$ cat src/rtl/qsm_dim_master.sv
// QSPI master for one DIM daisy-chain line.
// Shifts a 16-bit word out of every device for every register address,
// writes each word into the readout SRAM and reports chain status.
module qsm_dim_master #(
    parameter int CLK_PER_US = 40,
    parameter int SCK_HALF   = 20,
    parameter int RESET_US   = 100,
    parameter int TRIG_US    = 2
) (
    input  logic        clk_i,
    input  logic        rst_i,
    input  logic        ctrl_reset_i,
    input  logic        ctrl_trig_i,
    input  logic [3:0]  ctrl_last_reg_adr_i,
    input  logic [3:0]  ctrl_max_dim_no_i,
    input  logic [9:0]  ctrl_read_delay_i,
    output logic        status_busy_o,
    output logic        status_done_o,
    output logic        status_err_many_o,
    output logic        status_err_fb_o,
    output logic [3:0]  status_dim_count_o,
    output logic        mem_we_o,
    output logic [6:0]  mem_addr_o,
    output logic [15:0] mem_data_o,
    output logic        qspi_clk_o,
    output logic        qspi_trig_o,
    output logic        qspi_rst_o,
    input  logic        qspi_data_i,
    input  logic        qspi_fb_i
);

    localparam int US_W   = $clog2(CLK_PER_US);
    localparam int CYC_W  = $clog2(SCK_HALF + 1);
    localparam int TICK_W = 16;

    typedef enum logic [2:0] {
        IDLE,
        RST_HOLD,
        TRIG,
        SHIFT_LO,
        SHIFT_HI,
        WORD_END,
        DELAY
    } state_e;

    state_e              state_q, state_d;
    logic [US_W-1:0]     usCnt_q;
    logic                usTick;
    logic [TICK_W-1:0]   tickCnt_q, tickCnt_d;
    logic [CYC_W-1:0]    cycCnt_q, cycCnt_d;
    logic [3:0]          bitIdx_q, bitIdx_d;
    logic [2:0]          dev_q, dev_d;
    logic [3:0]          regAdr_q, regAdr_d;
    logic [15:0]         word_q, word_d;
    logic                fbBit_q, fbBit_d;
    logic [3:0]          lastReg_q, lastReg_d;
    logic [3:0]          maxDim_q, maxDim_d;
    logic [9:0]          readDelay_q, readDelay_d;
    logic                done_q, done_d;
    logic                errMany_q, errMany_d;
    logic                errFb_q, errFb_d;
    logic [3:0]          dimCount_q, dimCount_d;
    logic [3:0]          maxEff;
    logic [3:0]          devCount;

    assign usTick   = (usCnt_q == US_W'(CLK_PER_US - 1));
    assign maxEff   = ((ctrl_max_dim_no_i == 4'd0) || (ctrl_max_dim_no_i > 4'd8)) ? 4'd8 : ctrl_max_dim_no_i;
    assign devCount = {1'b0, dev_q} + 4'd1;

    // Free-running microsecond prescaler; every microsecond wait counts its wrap pulses.
    always_ff @(posedge clk_i) begin
        if (rst_i) begin
            usCnt_q <= '0;
        end else if (usTick) begin
            usCnt_q <= '0;
        end else begin
            usCnt_q <= usCnt_q + 1'b1;
        end
    end

    // State and datapath registers for the shift engine.
    always_ff @(posedge clk_i) begin
        if (rst_i) begin
            state_q     <= IDLE;
            tickCnt_q   <= '0;
            cycCnt_q    <= '0;
            bitIdx_q    <= '0;
            dev_q       <= '0;
            regAdr_q    <= '0;
            word_q      <= '0;
            fbBit_q     <= 1'b0;
            lastReg_q   <= '0;
            maxDim_q    <= '0;
            readDelay_q <= '0;
            done_q      <= 1'b0;
            errMany_q   <= 1'b0;
            errFb_q     <= 1'b0;
            dimCount_q  <= '0;
        end else begin
            state_q     <= state_d;
            tickCnt_q   <= tickCnt_d;
            cycCnt_q    <= cycCnt_d;
            bitIdx_q    <= bitIdx_d;
            dev_q       <= dev_d;
            regAdr_q    <= regAdr_d;
            word_q      <= word_d;
            fbBit_q     <= fbBit_d;
            lastReg_q   <= lastReg_d;
            maxDim_q    <= maxDim_d;
            readDelay_q <= readDelay_d;
            done_q      <= done_d;
            errMany_q   <= errMany_d;
            errFb_q     <= errFb_d;
            dimCount_q  <= dimCount_d;
        end
    end

    // Next-state logic: command handling, shift sequencing and end-of-word decisions.
    always_comb begin
        state_d     = state_q;
        tickCnt_d   = tickCnt_q;
        cycCnt_d    = cycCnt_q;
        bitIdx_d    = bitIdx_q;
        dev_d       = dev_q;
        regAdr_d    = regAdr_q;
        word_d      = word_q;
        fbBit_d     = fbBit_q;
        lastReg_d   = lastReg_q;
        maxDim_d    = maxDim_q;
        readDelay_d = readDelay_q;
        done_d      = done_q;
        errMany_d   = errMany_q;
        errFb_d     = errFb_q;
        dimCount_d  = dimCount_q;

        case (state_q)
            IDLE: begin
                if (ctrl_reset_i) begin
                    state_d   = RST_HOLD;
                    tickCnt_d = '0;
                end else if (ctrl_trig_i) begin
                    state_d     = TRIG;
                    tickCnt_d   = '0;
                    lastReg_d   = ctrl_last_reg_adr_i;
                    maxDim_d    = maxEff;
                    readDelay_d = ctrl_read_delay_i;
                    regAdr_d    = '0;
                    done_d      = 1'b0;
                    errMany_d   = 1'b0;
                    errFb_d     = 1'b0;
                end
            end
            RST_HOLD: begin
                if (usTick) begin
                    if (tickCnt_q == TICK_W'(RESET_US - 1)) begin
                        state_d   = IDLE;
                        tickCnt_d = '0;
                    end else begin
                        tickCnt_d = tickCnt_q + 1'b1;
                    end
                end
            end
            TRIG: begin
                if (usTick) begin
                    if (tickCnt_q == TICK_W'(TRIG_US - 1)) begin
                        state_d   = SHIFT_LO;
                        tickCnt_d = '0;
                        cycCnt_d  = '0;
                        dev_d     = '0;
                        bitIdx_d  = 4'd15;
                    end else begin
                        tickCnt_d = tickCnt_q + 1'b1;
                    end
                end
            end
            SHIFT_LO: begin
                if (cycCnt_q == CYC_W'(SCK_HALF - 1)) begin
                    state_d  = SHIFT_HI;
                    cycCnt_d = '0;
                end else begin
                    cycCnt_d = cycCnt_q + 1'b1;
                end
            end
            SHIFT_HI: begin
                if (cycCnt_q == '0) begin
                    word_d[bitIdx_q] = qspi_data_i;
                    fbBit_d          = qspi_fb_i;
                end
                if ((cycCnt_q == '0) && (bitIdx_q == 4'd15) && qspi_fb_i) begin
                    errFb_d  = 1'b1;
                    state_d  = IDLE;
                    cycCnt_d = '0;
                end else if (cycCnt_q == CYC_W'(SCK_HALF - 1)) begin
                    cycCnt_d = '0;
                    if (bitIdx_q != 4'd0) begin
                        bitIdx_d = bitIdx_q - 4'd1;
                        state_d  = SHIFT_LO;
                    end else begin
                        state_d = WORD_END;
                    end
                end else begin
                    cycCnt_d = cycCnt_q + 1'b1;
                end
            end
            WORD_END: begin
                if (fbBit_q) begin
                    if ((regAdr_q != 4'd0) && (devCount != dimCount_q)) begin
                        errFb_d = 1'b1;
                        state_d = IDLE;
                    end else begin
                        dimCount_d = devCount;
                        if (regAdr_q == lastReg_q) begin
                            done_d  = 1'b1;
                            state_d = IDLE;
                        end else begin
                            regAdr_d  = regAdr_q + 4'd1;
                            tickCnt_d = '0;
                            state_d   = DELAY;
                        end
                    end
                end else if (devCount == maxDim_q) begin
                    errMany_d  = 1'b1;
                    dimCount_d = maxDim_q;
                    state_d    = IDLE;
                end else begin
                    dev_d    = dev_q + 3'd1;
                    bitIdx_d = 4'd15;
                    cycCnt_d = '0;
                    state_d  = SHIFT_LO;
                end
            end
            DELAY: begin
                if (readDelay_q == 10'd0) begin
                    state_d   = TRIG;
                    tickCnt_d = '0;
                end else if (usTick) begin
                    if ((tickCnt_q + 1'b1) == {6'd0, readDelay_q}) begin
                        state_d   = TRIG;
                        tickCnt_d = '0;
                    end else begin
                        tickCnt_d = tickCnt_q + 1'b1;
                    end
                end
            end
            default: begin
                state_d = IDLE;
            end
        endcase

        if (ctrl_reset_i && (state_q != IDLE) && (state_q != RST_HOLD)) begin
            state_d   = RST_HOLD;
            tickCnt_d = '0;
            cycCnt_d  = '0;
            done_d    = 1'b0;
        end
    end

    assign status_busy_o      = (state_q != IDLE);
    assign status_done_o      = done_q;
    assign status_err_many_o  = errMany_q;
    assign status_err_fb_o    = errFb_q;
    assign status_dim_count_o = dimCount_q;
    assign mem_we_o           = (state_q == WORD_END);
    assign mem_addr_o         = {dev_q, regAdr_q};
    assign mem_data_o         = word_q;
    assign qspi_clk_o         = (state_q == SHIFT_HI);
    assign qspi_trig_o        = (state_q == TRIG);
    assign qspi_rst_o         = (state_q == RST_HOLD);

endmodule

$ cat config.mk
export PLATFORM = sky130hd
export DESIGN_NAME = qsm_dim_master
export DESIGN_NICKNAME = d
export VERILOG_FILES = /design/src/rtl/qsm_dim_master.sv
export SDC_FILE = /design/constraint.sdc
export NUM_CORES = 1
export LEC_CHECK = 0
export CAP_MARGIN = 15
export CELL_PAD_IN_SITES_DETAIL_PLACEMENT = 0
export CELL_PAD_IN_SITES_GLOBAL_PLACEMENT = 2
export CORE_ASPECT_RATIO = 1.1
export CORE_MARGIN = 2
export CORE_UTILIZATION = 35
export DETAILED_ROUTE_END_ITERATION = 12
export PLACE_DENSITY_LB_ADDON = 0.1
export SYNTH_ARGS = -nofsm -noshare
export SYNTH_HDL_FRONTEND = slang
export SYNTH_SLANG_ARGS = --single-unit
$ cat constraint.sdc
create_clock -name clk_i -period 3.8 [get_ports clk_i]
set_input_delay 0.57 -clock clk_i [delete_from_list [all_inputs] [get_ports clk_i]]
set_output_delay 0.57 -clock clk_i [all_outputs]
set_load 0.02 [all_outputs]
# ---- Yosys cells after proc, flatten, opt, wreduce, memory -nomap -nowiden
# Index checks and enable logic that the tools add are counted.
dict set report classes {
  n_lt_le_gt_ge 3
  reduce_logical 36
  n_bitwise 1
  n_addsub 7
  eq_ne 49
  mux 78
}
# op n
set ops {}
lappend ops {{16-bit two-way mux} 12}
lappend ops {{16-bit case mux with 5 select lines} 1}
lappend ops {{4-bit two-way mux} 16}
lappend ops {{3-bit two-way mux} 20}
lappend ops {{5-bit two-way mux} 6}
lappend ops {{2-bit by 1-bit inequality test with 1-bit output, second input constant} 11}
lappend ops {{3-bit case mux with 7 select lines} 1}
lappend ops {{5-bit case mux with 4 select lines} 1}
lappend ops {{2-bit inequality test, second input constant} 9}
lappend ops {{3-bit by 1-bit inequality test with 1-bit output, second input constant} 6}
lappend ops {{6-bit AND reduction} 3}
lappend ops {{9-bit AND reduction} 2}
lappend ops {{16-bit by 1-bit adder with 16-bit output, second input constant} 1}
lappend ops {{16-bit bitwise mux} 1}
lappend ops {{16-bit by 1-bit == test with 1-bit output, second input constant} 1}
lappend ops {{16-bit by 10-bit == test with 1-bit output} 1}
lappend ops {{16-bit by 7-bit == test with 1-bit output, second input constant} 1}
lappend ops {{8-bit AND reduction} 2}
lappend ops {{5-bit AND reduction} 3}
lappend ops {{1-bit two-way mux} 12}
lappend ops {{3-bit inequality test, second input constant} 4}
lappend ops {{4-bit inequality test, second input constant} 3}
lappend ops {{4-bit case mux with 3 select lines} 1}
lappend ops {{4-bit nonzero test} 3}
lappend ops {{other kinds (37)} 53}
dict set report word_totals {
  reg_bits 83
  wordCells 191
  output_inout_bits 35
  in_bits 24
}

# ---- Longest topological paths before layout
dict set report logic_depth {
  ltp_word 7
  depth_mapped 12
  ltp_nobuf 9
}

# ---- Worst setup path after synthesis
# Ideal clock, no wire load.
dict set report synth_timing {
  path_kind {reg2reg}
  from {reg dev_q[1]}
  to {reg tickCnt_q[10]}
  setup_time_ns 0.117
  stages_incl_launch_ff 10
  period_less_slack_ns 2.584
  setup_slack_ns 1.216
  t_arrival_ns 2.467
  required_ns 3.683
  path_buffers 1
  path_cell_list {dfxtp_1 > ha_1 > clkbuf_1 > xor2_1 > or3_1 > a211oi_1 > o2111a_1 > o21ai_1 > a22o_1 > a22o_1}
}
dict set report synth_via {
  elab_chain_cells 5
}
# element line
set synth_lines {}
lappend synth_lines {{from (decl)} 52} ;# logic [2:0] dev_q, dev_d;
lappend synth_lines {{from (signal assigned)} 104} ;# dev_q <= dev_d;
lappend synth_lines {{3-bit by 1-bit adder with 4-bit output} 68} ;# assign devCount = {1'b0, dev_q} + 4'd1;
lappend synth_lines {{4-bit inequality test} 207} ;# if ((regAdr_q != 4'd0) && (devCount != dimCount_q)) begin
lappend synth_lines {{1-bit logical AND} 207}
lappend synth_lines {{2-bit inequality test (no line)} -}
lappend synth_lines {{8-bit AND reduction (no line)} -}
lappend synth_lines {{to (signal assigned)} 101} ;# tickCnt_q <= tickCnt_d;
lappend synth_lines {{to (decl)} 49} ;# logic [TICK_W-1:0] tickCnt_q, tickCnt_d;
# Every way passes these cells.
# A chain may end at the register's enable or synchronous reset.

# ---- Worst setup path in the final report
dict set report layout_timing {
  from {reg tickCnt_q[0]}
  to {reg tickCnt_q[7]}
}
dict set report layout_via {
  elab_chain_cells 6
  elab_cells_between_ends 12
  classes_between {1 x add/sub; 3 x eq/ne; 8 x mux}
}
# element line
set layout_lines {}
lappend layout_lines {{16-bit by 1-bit adder with 16-bit output} -}
lappend layout_lines {{16-bit by 10-bit == test with 1-bit output} 237} ;# if ((tickCnt_q + 1'b1) == {6'd0, readDelay_q}) begin
lappend layout_lines {{16-bit two-way mux} 237}
lappend layout_lines {{16-bit two-way mux} 236} ;# end else if (usTick) begin
lappend layout_lines {{16-bit two-way mux} 233} ;# if (readDelay_q == 10'd0) begin
lappend layout_lines {{16-bit case mux with 5 select lines *} 136} ;# case (state_q)
# Every way passes the cells marked *; elsewhere a longest branch is shown, timed or not. The select of a mux whose other input is x is not followed.

==> summary.txt <==
STA
  • Final min period: 3330 ps
  • TNS Setup: 0 ps
  • Hold WS: 455 ps
  • RSZ-0062 raised after global routing: no
  • Fin. max-slew vios: 0
  • Final hold violation count: 0
  • Final setup fails: 0
  • Tightest Pin Transition: 1060 ps
  • Slack of the critical path: 474 ps
  • Fmax: 301 MHz
  • Clk_skew: 10.2 ps
  • Slew headroom: 0.291
  • Final worst path period share: 0.875

Critical path
  • WP data required: 4070 ps
  • Worst path cell trace: ha_1 -> nand4_1 -> nor4_1 -> buf_4 -> or3_1 -> a32oi_1 -> o211ai_1 -> buf_4 -> a22oi_1 -> o21ai_0
  • R2R Path End: tickCnt_q[7]
  • Crit path arrival time: 3600 ps
  • Reg-to-reg startpoint: tickCnt_q[0]
  • Cell mode on critical path: buf_4
  • R2R depth: 10
  • Critical path startpoint category: register
  • Crit-path max FO: 14
  • Max stage delay on crit path: 870 ps
  • Crit. End Element: register
  • Reg2Reg Setup Slack: 470 ps
  • Slowest CP cell: o211ai_1
  • CP Class: reg -> reg

Synth
  • Share of the synthesized area in the top cell type: 0.355
  • Number of synthesized flops with an enable pin: 0
  • Avg Inst Size Synth: 7.98 µm²
  • Register area share after synthesis: 0.355
  • Mapped Cells: 586
  • Top cells by area, synth: dfxtp_1 36%, mux2i_1 5.6%, nor2_1 5.5%
  • Cell variety after synth: 58
  • Post-synthesis async set-or-reset flop share: 0
  • Mapped Area: 4680 µm²
  • Post-Syn Nets: 623
  • Post-synth top flop: dfxtp_1
  • Yosys reg bits: 83
  • Dominant cell type by area after synthesis: dfxtp_1
  • Most used standard cell by instance count after synthesis: dfxtp_1
  • Yosys warns: 0
  • Top cells by count, synth: 83 x dfxtp_1, 68 x nor2_1, 55 x nand2_1

Layout
  • Area grow syn2layout: 21.3%
  • Final net count: 661
  • Antenna diodes: 0
  • Final Util: 0.433
  • Layout cells sized above 1: 0.0604

Detailed routing
  • Via count: 4297
  • Met2 WL post-DR: 6370 µm
  • Number of routed nets with antenna violations: 0
  • Mean routed wirelength per cell: 16.5 µm
  • Aggregate routed wire length: 13000 µm
  • Top Layer Used: met4
  • Metal-1 WL: 5930 µm
  • 1st-iter DRT viols: 271
  • Vias per cell: 5.44
  • Pre-Repair DR Iteration Count: 4
  • DRC violation count after routing: 0
  • Met3 WL: 393 µm

CTS
  • CTS Hold Bufs: 0
  • Clock Pin Slew Worst Setup and Hold Paths: 70 ps
  • Clock Latency Late Sink: 350 ps
  • Postcts setup bufs: 0
  • Post-CTS Resized: 0
  • TritonCTS Buffers: 9
  • CTS tree: yes
  • Clock Tree Buf Depth: 2
  • Clock Sinks: 83
  • # H-tree levels: 3
  • Root Buffer: clkbuf_16

Placement
  • Post-DP HPWL: 9150 µm
  • Global placer's final weighted congestion: 0.868
  • Pre-CTS setup slack: 476 ps
  • Port bufs: 58

Power
  • Static leakage: 2.15 nW
  • PD cells: 485 nW/µm²
  • Tot Pwr: 2.75 mW
  • Max VDD drop: 0.000226 V

Min path
  • Min-delay src: usCnt_q[0]
  • Hold path depth: 1
  • Sink of the worst hold path: usCnt_q[0]
  • Hold Crit Class: reg -> reg

Global routing
  • Initial antenna violation count: 0
  • All-Layer GR Usage: 0.189
  • Largest net degree at the start of global routing: 61
  • Vias in the first global route: 4329
  • Global route overflow: 0
  • First-pass GRT wire length: 21500 µm

Run
  • Maxcap violations: 0

Floorplanning
  • Horiz. Die Dim: 114 µm
  • Core Region: 13100 µm²
  • I/O pins: 59
  • Die ar.: 14300 µm²
  • Row count: 44
  • Starting Density: 0.357
  • Die Y: 125 µm

Outcome
  • Status: completed
## layout by cell type (no fill, tap or decap), types with 8 or more instances in the layout
cell and n:
nand2b_1 8, a22o_1 8, nor3_1 13, inv_1 20
a21oi_1 39, buf_4 8, nand3b_1 9, clkdlybuf4s50_1 57
o21ai_0 17, ha_1 13, clkbuf_16 9, xor2_1 19
a31oi_1 10, xnor2_1 17, nand2_1 55, nand3_1 34
dfxtp_1 83, nor2_1 68, nand4_1 21, nor4_1 10
mux2i_1 26
## stage by stage
step | cell area, µm² | std cells
after global routing | 5670 | 790
after global placement | 5350 | 774
after detailed placement | 5350 | 774
after CTS | 5670 | 790
final | 5670 | 790
after floorplan | 4680 | 586
## sequential cells by signal, indices dropped and copies added (netlist names)
register / flops
tickCnt_q: 16
status_dim_count_o: 4
status_err_many_o: 1
dev_q: 3
readDelay_q: 10
bitIdx_q: 4
usCnt_q: 6
regAdr_q: 4
state_q: 3
status_done_o: 1
mem_data_o: 16
cycCnt_q: 5
status_err_fb_o: 1
maxDim_q: 4
lastReg_q: 4
fbBit_q: 1
## how the worst max path moves through the flow
stage                 start            end
2_1_floorplan      dev_q[1]  tickCnt_q[10]
6_report       tickCnt_q[0]   tickCnt_q[7]
3_3_place_gp       dev_q[0]   tickCnt_q[1]
5_1_grt        tickCnt_q[0]   tickCnt_q[7]
4_1_cts        tickCnt_q[0]   tickCnt_q[7]
3_5_place_dp   tickCnt_q[0]   tickCnt_q[7]
## metal layers
| layer | track usage | vias up |
|---|---|---|
| met5 | 0 | - |
| met3 | 0.0301 | 19 |
| met2 | 0.313 | 76 |
| met1 | 0.235 | 2042 |
| met4 | 0.0954 | 0 |
| li1 | - | 2160 |
## critical path: cells and delay by family (launching register included)
family,cells,cell delay [ps]
adder cells (fa/ha/maj),1,400
AO/OA/AOI/OAI,4,1270
AND/OR/NAND/NOR,3,620
flip-flops,1,450
buffers and inverters,2,490
## power breakdown
part | total (mW) | switching, mW | internal [mW]
clock network | 0.964 | 0.386 | 0.577
registers | 1.04 | 0.104 | 0.937
logic | 0.746 | 0.451 | 0.295
total | 2.75 | 0.941 | 1.81
## cells by family after synthesis
group | share of synthesized area
adder cells (fa/ha/maj) | 0.0348
AND/OR/NAND/NOR | 0.274
AO/OA/AOI/OAI | 0.159
flip-flops | 0.355
multiplexers | 0.0581
buffers and inverters | 0.0506
XOR/XNOR | 0.0674
## layout make-up
cell class	instances	area, µm²
Inverter	20	75.1
Clock inverter	6	90.1
Clock buffer	10	229
Multi-Input combinational cell	444	2780
Timing Repair Buffer	66	636
Sequential cell	83	1660
Fill cell	1350	7430
Tap cell	161	201
Power figures use the tool's default switching activity.
